### config.mk
export PLATFORM = sky130hd
export DESIGN_NAME = multicycle_ctrl
export DESIGN_NICKNAME = d
export VERILOG_FILES = /design/src/rtl/multicycle_ctrl.sv
export SDC_FILE = /design/constraint.sdc
export NUM_CORES = 1
export LEC_CHECK = 0
export CAP_MARGIN = 20
export CORE_ASPECT_RATIO = 1.4
export CORE_MARGIN = 2
export CORE_UTILIZATION = 47
export DETAILED_ROUTE_END_ITERATION = 8
export HOLD_SLACK_MARGIN = 0.08
export PLACE_DENSITY = 0.88
export SYNTH_ARGS = -nofsm -noshare
export SYNTH_HDL_FRONTEND = slang
export SYNTH_SLANG_ARGS = --single-unit
### constraint.sdc
create_clock -name clk -period 2.75 [get_ports clk]
set_input_delay 0.55 -clock clk [delete_from_list [all_inputs] [get_ports clk]]
set_output_delay 0.55 -clock clk [all_outputs]
set_load 0.01 [all_outputs]
### src/rtl/multicycle_ctrl.sv
// Multicycle MIPS-style control unit: Moore FSM sequencing fetch/decode/execute,
// memory handshake stalls, illegal-opcode trap and a retired-instruction counter.
//   FETCH  | read instr at PC, PC += 4     MEMWB  | load data -> rt
//   DECODE | read regs, branch target       MEMWR  | store, waits for mem_ready
//   MEMADR | base + imm                     EXEC   | R-type ALU op
//   MEMRD  | load, waits for mem_ready      ALUWB  | ALU result -> rd
//   BRANCH | compare, PC = ALUOut if taken  ADDIEX | rs + imm
//   ADDIWB | ALU result -> rt               JUMP   | PC = jump target
//   TRAP   | illegal instruction, halted until reset
module multicycle_ctrl #(
    parameter bit          EXT_EN   = 1'b1,
    parameter bit          MEM_WAIT = 1'b1,
    parameter int unsigned CNT_W    = 16
) (
    input  logic             clk,
    input  logic             rst_n,
    input  logic [5:0]       opcode,
    input  logic [5:0]       funct,
    input  logic             zero,
    input  logic             mem_ready,
    output logic             mem_req,
    output logic             i_or_d,
    output logic             ir_write,
    output logic             mem_write,
    output logic             mem_to_reg,
    output logic             reg_dest,
    output logic             reg_write,
    output logic             alu_src_a,
    output logic [1:0]       alu_src_b,
    output logic [2:0]       alu_control,
    output logic [1:0]       pc_src,
    output logic             pc_en,
    output logic             retired,
    output logic [CNT_W-1:0] instr_count,
    output logic             halted
);

    typedef enum logic [3:0] {
        S_FETCH, S_DECODE, S_MEMADR, S_MEMRD, S_MEMWB, S_MEMWR, S_EXEC,
        S_ALUWB, S_BRANCH, S_ADDIEX, S_ADDIWB, S_JUMP, S_TRAP
    } state_t;

    localparam logic [5:0] OP_RTYPE = 6'b000000;
    localparam logic [5:0] OP_LW    = 6'b100011;
    localparam logic [5:0] OP_SW    = 6'b101011;
    localparam logic [5:0] OP_BEQ   = 6'b000100;
    localparam logic [5:0] OP_ADDI  = 6'b001000;
    localparam logic [5:0] OP_BNE   = 6'b000101;
    localparam logic [5:0] OP_J     = 6'b000010;

    localparam logic [CNT_W-1:0] CNT_ONE = {{(CNT_W-1){1'b0}}, 1'b1};

    state_t           state_q, state_d;
    logic             is_sw_q, is_sw_d;
    logic             is_bne_q, is_bne_d;
    logic             retired_q;
    logic             halted_q;
    logic [CNT_W-1:0] count_q;
    logic             retire_d;
    logic             mem_rdy;
    logic [2:0]       alu_funct;
    logic             funct_ok;

    assign mem_rdy = MEM_WAIT ? mem_ready : 1'b1;

    always_comb begin
        alu_funct = 3'b000;
        funct_ok  = 1'b1;
        case (funct)
            6'b100000: alu_funct = 3'b010;
            6'b100010: alu_funct = 3'b110;
            6'b100100: alu_funct = 3'b000;
            6'b100101: alu_funct = 3'b001;
            6'b101010: alu_funct = 3'b111;
            default:   funct_ok  = 1'b0;
        endcase
    end

    // Opcode is only looked at in DECODE; the lw/sw and beq/bne choice is kept for later states.
    always_comb begin
        state_d  = state_q;
        is_sw_d  = is_sw_q;
        is_bne_d = is_bne_q;
        case (state_q)
            S_FETCH:  if (mem_rdy) state_d = S_DECODE;
            S_DECODE: begin
                is_sw_d  = (opcode == OP_SW);
                is_bne_d = (opcode == OP_BNE);
                case (opcode)
                    OP_RTYPE:     state_d = S_EXEC;
                    OP_LW, OP_SW: state_d = S_MEMADR;
                    OP_BEQ:       state_d = S_BRANCH;
                    OP_ADDI:      state_d = EXT_EN ? S_ADDIEX : S_TRAP;
                    OP_BNE:       state_d = EXT_EN ? S_BRANCH : S_TRAP;
                    OP_J:         state_d = EXT_EN ? S_JUMP : S_TRAP;
                    default:      state_d = S_TRAP;
                endcase
            end
            S_MEMADR: state_d = is_sw_q ? S_MEMWR : S_MEMRD;
            S_MEMRD:  if (mem_rdy) state_d = S_MEMWB;
            S_MEMWR:  if (mem_rdy) state_d = S_FETCH;
            S_EXEC:   state_d = funct_ok ? S_ALUWB : S_TRAP;
            S_ADDIEX: state_d = S_ADDIWB;
            S_MEMWB, S_ALUWB, S_ADDIWB, S_BRANCH, S_JUMP: state_d = S_FETCH;
            S_TRAP:   state_d = S_TRAP;
            default:  state_d = S_FETCH;
        endcase
    end

    // Only final states ever move into FETCH from elsewhere.
    assign retire_d = (state_d == S_FETCH) && (state_q != S_FETCH);

    always_ff @(posedge clk) begin
        if (!rst_n) begin
            state_q   <= S_FETCH;
            is_sw_q   <= 1'b0;
            is_bne_q  <= 1'b0;
            retired_q <= 1'b0;
            halted_q  <= 1'b0;
            count_q   <= '0;
        end else begin
            state_q   <= state_d;
            is_sw_q   <= is_sw_d;
            is_bne_q  <= is_bne_d;
            retired_q <= retire_d;
            halted_q  <= (state_d == S_TRAP);
            if (retire_d) count_q <= count_q + CNT_ONE;
        end
    end

    assign retired     = retired_q;
    assign halted      = halted_q;
    assign instr_count = count_q;

    always_comb begin
        mem_req     = 1'b0;
        i_or_d      = 1'b0;
        ir_write    = 1'b0;
        mem_write   = 1'b0;
        mem_to_reg  = 1'b0;
        reg_dest    = 1'b0;
        reg_write   = 1'b0;
        alu_src_a   = 1'b0;
        alu_src_b   = 2'b00;
        alu_control = 3'b000;
        pc_src      = 2'b00;
        pc_en       = 1'b0;
        case (state_q)
            S_FETCH: begin
                mem_req     = 1'b1;
                alu_src_b   = 2'b01;
                alu_control = 3'b010;
                ir_write    = mem_rdy;
                pc_en       = mem_rdy;
            end
            S_DECODE: begin
                alu_src_b   = 2'b11;
                alu_control = 3'b010;
            end
            S_MEMADR, S_ADDIEX: begin
                alu_src_a   = 1'b1;
                alu_src_b   = 2'b10;
                alu_control = 3'b010;
            end
            S_MEMRD: begin
                mem_req = 1'b1;
                i_or_d  = 1'b1;
            end
            S_MEMWB: begin
                reg_write  = 1'b1;
                mem_to_reg = 1'b1;
            end
            S_MEMWR: begin
                mem_req   = 1'b1;
                i_or_d    = 1'b1;
                mem_write = mem_rdy;
            end
            S_EXEC: begin
                alu_src_a   = 1'b1;
                alu_control = alu_funct;
            end
            S_ALUWB: begin
                reg_write = 1'b1;
                reg_dest  = 1'b1;
            end
            S_BRANCH: begin
                alu_src_a   = 1'b1;
                alu_control = 3'b110;
                pc_src      = 2'b01;
                pc_en       = is_bne_q ? ~zero : zero;
            end
            S_ADDIWB: reg_write = 1'b1;
            S_JUMP: begin
                pc_src = 2'b10;
                pc_en  = 1'b1;
            end
            default: ;
        endcase
        if (!rst_n) begin
            mem_req   = 1'b0;
            ir_write  = 1'b0;
            pc_en     = 1'b0;
            mem_write = 1'b0;
            reg_write = 1'b0;
        end
    end

endmodule

==> results of run 1 <==
critical path, cell delays in order:
cell and delay (ns):
clkdlybuf4s50_1 0.48, mux2i_2 0.25, nand3_2 0.16, a211oi_4 0.31, or4b_4 0.55, or4_4 0.51
a21oi_1 0.15
layout make-up:
type | count | share of cell area [%]
well taps | 40 | 1.99
repair buffers | 79 | 28.6
clock inverters | 1 | 1.19
multi-input cells | 160 | 46.4
clock buffers | 3 | 1.64
flip-flops and latches | 24 | 19.3
inverters | 5 | 0.746
kinds of logic (layout without fill, tap and decap cells):
family | after synthesis | in the layout
muxes | 3 | 3
buffers and inverters | 21 | 88
adders and majority gates | 1 | 1
DFF | 24 | 24
AOI/OAI and AO/OA | 52 | 52
and+or+nand+nor | 99 | 101
xor gates and xnor gates | 3 | 3
flip-flops by register name (all words and copies together), names as in the netlist:
| register | flops |
|---|---|
| retired | 1 |
| instr_count | 16 |
| is_bne_q | 1 |
| state_q | 4 |
| halted | 1 |
| is_sw_q | 1 |
cell usage after synthesis, types with 5 or more instances:
master,n,area share (%)
and2_1,6,2.3
nor2_1,11,2.6
inv_1,5,1.2
o31ai_1,14,6.5
or4_1,13,6.0
nand2_1,11,2.6
nor3_1,10,3.1
dfxtp_1,24,30
nand2b_1,5,1.9
nand3_1,7,2.2
buf_2,7,2.2
a21oi_1,21,6.5
nand4_1,7,2.7
and3_1,5,1.9
power by group:
| group | switching, W | internal, W |
|---|---|---|
| registers | 0.0000257 | 0.000358 |
| logic | 0.000160 | 0.000173 |
| clock network | 0.000115 | 0.000195 |
| total | 0.000300 | 0.000725 |
per-stage QoR:
step	TNS, ns	hold slack (ns)	util (%)
4_1_cts	-0.0127	0.473	71.5
3_5_place_dp	-4.26	0.461	67.4
2_1_floorplan	0	0.437	-
6_report	-0.0100	0.469	75.2
5_1_grt	-0.576	0.508	75.2
3_3_place_gp	-3.52	0.452	67.4
layer usage:
metal	vias to the layer above	routed length, µm	global-route usage [%]
li1	917	-	-
met1	887	1910	27.3
met2	60	2690	47.9
met3	16	210	3.05
met4	0	154	11.1
met5	-	0	0
worst paths after layout:
check,start,slack (ns),cells after the start,endpoint
worst min-delay path,is_bne_q,0.47,2,is_bne_q
worst max-delay path,funct[1],-0.01,7,instr_count[8]
worst min register to register,is_bne_q,0.47,2,is_bne_q
worst max register to register,state_q[3],0.25,6,instr_count[8]
timing repair:
item                                    in CTS  in global routing
cloned                                       2                  0
pin swaps                                    1                  8
endpoints found under the setup margin      19                 22
setup buffers                                3                  2
gates resized for setup                      6                 26
==> results.sh, run 1 <==
export IMPL_outcome="finished with violations"
export IMPL_violations="negative setup slack"
export IMPL_p_per_area_nw_per_um2=408
export IMPL_start_kind="input pin"
export IMPL_drt_iter0_drc=67
export IMPL_hold_buffers=0
export IMPL_slew_viol_final=0
export IMPL_drive_above_1_share_pct=23.5
export IMPL_critPathKind="in2reg"
export IMPL_cts_max_path_buffers=2
export IMPL_layout_common_cells="clkdlybuf4s50_1 (47), buf_4 (30), dfxtp_1 (21), a21oi_1 (18), o31ai_1 (12)"
export IMPL_finClkSkew_ns=0.00661
export IMPL_synthAdderAreaFrac_pct=0.775
export IMPL_p_leak_nw=0.869
export IMPL_rows=25
export IMPL_synthMuxAreaShare_pct=1.86
export IMPL_synthToLayoutAreaGrowth_pct=55.8
export IMPL_ys_types=49
export IMPL_synth_ff_type="dfxtp_1"
export IMPL_syn_nets=220
export IMPL_antenna_found_initial=0
export IMPL_finalSetupViolCount=1
export IMPL_nets=290
export IMPL_worstMarginPinSlew_ns=0.566
export IMPL_syn_area_per_cell_um2=7.96
export IMPL_synth_warnings=0
export IMPL_slew_headroom_pct=61.7
export IMPL_synth_xor_area_share_pct=1.63
export IMPL_rsz0062_at_grt="true"
export IMPL_first_pass_iters=4
export IMPL_place_area_um2=2260
export IMPL_syn_area_um2=1620
export IMPL_dp_hpwl_mm=3.19
export IMPL_synth_edff_count=0
export IMPL_drcViolationCount=0
export IMPL_holdCritPathClass="reg2reg"
export IMPL_final_cells=312
export IMPL_synth_compound_area_share_pct=21.1
export IMPL_synth_cells=203
export IMPL_register_area_um2=487
export IMPL_grt_max_degree=29
export IMPL_antenna_cells=0
export IMPL_synth_seq_cells=24
export IMPL_path_max_fanout=6
export IMPL_synth_simple_area_share_pct=38.3
export IMPL_drtAntennaViolNets=0
export IMPL_ys_seq_area_share_pct=29.7
export IMPL_gr_total_overflow=0
export IMPL_design_area_um2=2520
export IMPL_numCtsBuffers=3
export IMPL_synth_top_family_by_area="simple AND/OR/NAND/NOR gates"
export IMPL_arrival_ns=2.96
export IMPL_cts_sinks=24
export IMPL_fin_crit_sh_pct=100
export IMPL_initial_utilization_pct=48.3
export IMPL_dpl_cell_count=301
export IMPL_wire_per_inst_um=15.9
export IMPL_fill_cells=240
export IMPL_mostFrequentLayoutCell="clkdlybuf4s50_1"
export IMPL_maxCapViolations=0
export IMPL_htree_levels=1
export IMPL_vias=1880
export IMPL_cts_tree="done"
export IMPL_die_h_um=73.4
export IMPL_ios=50
export IMPL_ir_drop_mv=0.501
export IMPL_io_buffer_count=49
export IMPL_hold_violations=0
export IMPL_setup_ws_ns=-0.0100
export IMPL_die_area_um2=3930
export IMPL_grt_pass1_wl_mm=7.72
export IMPL_drt_vias_per_instance=6.03
export IMPL_path_clk_slew_ns=0.09
export IMPL_drt_wl_total_mm=4.96
export IMPL_synth_async_reset_ratio_pct=0
export IMPL_fmax_ghz=0.362
export IMPL_worstPathRequired_ns=2.95
export IMPL_cts_root_buf="clkbuf_8"
export IMPL_multi_input_comb_area_um2=1170
export IMPL_grt_pass1_vias=1803
export IMPL_finalCriticalPeriod_ns=2.76
export IMPL_die_x_um=53.5
export IMPL_worst_setup_path_end_kind="flip-flop"
export IMPL_grt_usage_pct=25.5
export IMPL_core_area_um2=3350
export IMPL_gp_congestion=0.797
export IMPL_dp_slack_ns=-0.301
export IMPL_clock_latency_ns=0.27
export IMPL_power_total_w=0.00103
Note: power is estimated with default switching activity, not from simulation.
==> inputs of run 2 (changes only) <==
--- a/config.mk
+++ b/config.mk
@@ -12,6 +12,7 @@
 export DETAILED_ROUTE_END_ITERATION = 8
 export HOLD_SLACK_MARGIN = 0.08
 export PLACE_DENSITY = 0.88
+export SETUP_SLACK_MARGIN = 0.1
 export SYNTH_ARGS = -nofsm -noshare
 export SYNTH_HDL_FRONTEND = slang
 export SYNTH_SLANG_ARGS = --single-unit
==> constraint.sdc (replaced) <==
create_clock -name clk -period 2.75 [get_ports clk]
set_input_delay 0.55 -clock clk [delete_from_list [all_inputs] [get_ports clk]]
set_output_delay 0.55 -clock clk [all_outputs]
set_load 0.1 [all_outputs]
==> results.sh, run 2 (synthesized netlist as in run 1, its figures left out) <==
export IMPL_outcome="finished, final reports clean"
export IMPL_holdCritPathClass="reg2reg"
export IMPL_io_buffer_count=49
export IMPL_reg2reg_slack_ns=0.14
export IMPL_finClkSkew_ns=0.00657
export IMPL_drtAntennaViolNets=0
export IMPL_drt_iter0_drc=65
export IMPL_tns_ns=0
export IMPL_grt_pass1_wl_mm=8.65
export IMPL_clock_latency_ns=0.28
export IMPL_gr_total_overflow=0
export IMPL_wire_per_inst_um=17.9
export IMPL_worst_setup_path_end_kind="flip-flop"
export IMPL_p_clk_share_pct=18.3
export IMPL_vias=2002
export IMPL_drt_wl_total_mm=5.62
export IMPL_grt_usage_pct=29.5
export IMPL_hold_start="is_bne_q"
export IMPL_gp_congestion=0.813
export IMPL_utilization_pct=80.8
export IMPL_cpMaxStageDelayCell="or4b_4"
export IMPL_drcViolationCount=0
export IMPL_crit_chain="dlygate4sd2_1 -> nand2b_1 -> buf_4 -> nand4_1 -> nand4_1 -> buf_4 -> or4b_4 -> buf_4 -> o31ai_4 -> a21oi_2"
export IMPL_fmax_ghz=0.382
export IMPL_synthToLayoutAreaGrowth_pct=67.5
export IMPL_rows=25
export IMPL_slew_headroom_pct=58.0
export IMPL_initial_utilization_pct=48.3
export IMPL_net_switching_power_w=0.000497
export IMPL_finalCriticalPeriod_ns=2.62
export IMPL_die_area_um2=3930
export IMPL_cts_tree="done"
export IMPL_cpMostUsedCell="buf_4"
export IMPL_design_area_um2=2710
export IMPL_maxCapViolations=0
export IMPL_path_max_fanout=7
export IMPL_cts_max_path_buffers=2
export IMPL_netSwitchingFraction_pct=42.6
export IMPL_numCtsBuffers=3
export IMPL_multi_input_comb_area_um2=1290
export IMPL_register_area_um2=485
export IMPL_fill_cells=205
export IMPL_start_kind="input pin"
export IMPL_p_comb_share_pct=48.9
export IMPL_r2r_worst_path_cells=9
export IMPL_ir_drop_mv=0.387
export IMPL_slew_viol_final=0
export IMPL_grt_max_degree=29
export IMPL_layout_common_cells="buf_4 (51), dfxtp_1 (20), a21oi_1 (15), buf_12 (14), nand2_1 (11)"
export IMPL_htree_levels=1
export IMPL_cp_num_buf_inv=4
export IMPL_cts_sinks=24
export IMPL_mostFrequentLayoutCell="buf_4"
export IMPL_die_x_um=53.5
export IMPL_arrival_ns=2.78
export IMPL_min_path_cells=2
export IMPL_ios=50
export IMPL_antenna_found_initial=0
export IMPL_rr_startpoint="state_q[1]"
export IMPL_fin_crit_sh_pct=95.3
export IMPL_drive_above_1_share_pct=43.8
export IMPL_path_clk_slew_ns=0.08
export IMPL_cpPeakStageDelay_ns=0.55
export IMPL_drt_vias_per_instance=6.38
export IMPL_min_to="is_bne_q"
export IMPL_rsz0062_at_grt="false"
export IMPL_first_pass_iters=4
export IMPL_nets=293
export IMPL_finalSetupViolCount=0
export IMPL_core_area_um2=3350
export IMPL_antenna_cells=0
export IMPL_p_int_w=0.000669
export IMPL_worstMarginPinSlew_ns=0.622
export IMPL_critPathKind="in2reg"
export IMPL_hold_violations=0
export IMPL_die_h_um=73.4
export IMPL_seqPwrFrac_pct=32.8
export IMPL_largest_reg_flops=16
export IMPL_dp_hpwl_mm=3.35
export IMPL_p_leak_nw=1.03
export IMPL_p_per_area_nw_per_um2=431
export IMPL_grt_pass1_vias=1941
export IMPL_worstPathRequired_ns=2.91
export IMPL_place_area_um2=2420
export IMPL_cts_root_buf="clkbuf_8"
export IMPL_r2r_end="instr_count[5]"
export IMPL_cp_top_family="simple AND/OR/NAND/NOR gates"
-- run 2: cell types whose count changed in the layout (fill, tap and decap cells not counted), sizes merged --
| cell | before | now |
|---|---|---|
| dlygate4sd2 | 0 | 8 |
| clkbuf | 3 | 4 |
| clkdlybuf4s50 | 47 | 2 |
| or4b | 4 | 5 |
| buf | 30 | 66 |
| bufinv | 1 | 0 |
| dlymetal6s2s | 2 | 4 |
-- run 2: final cells by class --
cell class	instances	share of cell area (%)
clock buffers	3	1.53
inverters	5	0.694
multi-input cells	161	47.7
flip-flops and latches	24	17.9
well taps	40	1.85
repair buffers	81	30.3
-- run 2: metrics by stage --
| stage | setup slack (ns) | instances | hold slack (ns) | power (W) |
|---|---|---|---|---|
| after floorplan | -0.628 | 203 | 0.437 | 0.000712 |
| after global placement | -0.267 | 302 | 0.452 | 0.000871 |
| after detailed placement | -0.355 | 302 | 0.464 | 0.000880 |
| after CTS | 0.0796 | 313 | 0.475 | 0.00113 |
| after global routing | 0.0293 | 314 | 0.519 | 0.00120 |
| final | 0.130 | 314 | 0.469 | 0.00117 |
-- run 2: power groups by stage --
stage	sequential, W	combinational (W)	clock, W
final	0.000383	0.000570	0.000214
after global routing	0.000385	0.000593	0.000226
after CTS	0.000379	0.000543	0.000205
after detailed placement	0.000386	0.000493	0
after global placement	0.000386	0.000485	0
after floorplan	0.000414	0.000299	0
-- run 2: worst max path at each step --
| stage | start | cells past startpoint | slack [ns] | endpoint |
|---|---|---|---|---|
| 5_1_grt | funct[1] | 10 | 0.03 | instr_count[5] |
| 4_1_cts | funct[4] | 8 | 0.08 | instr_count[11] |
| 6_report | funct[1] | 10 | 0.13 | instr_count[5] |
| 2_1_floorplan | state_q[1] | 4 | -0.63 | mem_req |
| 3_5_place_dp | funct[2] | 7 | -0.35 | instr_count[10] |
| 3_3_place_gp | funct[2] | 7 | -0.27 | instr_count[6] |
-- run 2: timing repair --
item / CTS / global route
pin swaps: 8 / 14
endpoints found under the setup margin: 16 / 18
hold buffers: 0 / 0
gates resized for setup: 21 / 31
gates cloned: 3 / 0
endpoints found under the hold margin: 0 / 0
setup buffers: 5 / 1
-- run 2: layer usage --
layer	vias to the layer above	global-route usage [%]	wire length, µm
li1	929	-	-
met1	963	31.4	2000
met2	96	52.9	3140
met3	14	2.85	312
met4	0	19.7	167
met5	-	0	0
-- run 2: tightest hold or removal path, stage by stage, from the launching register on --
cell     delay, ns
dfxtp_1       0.32
nand2_1       0.05
a21oi_1       0.05
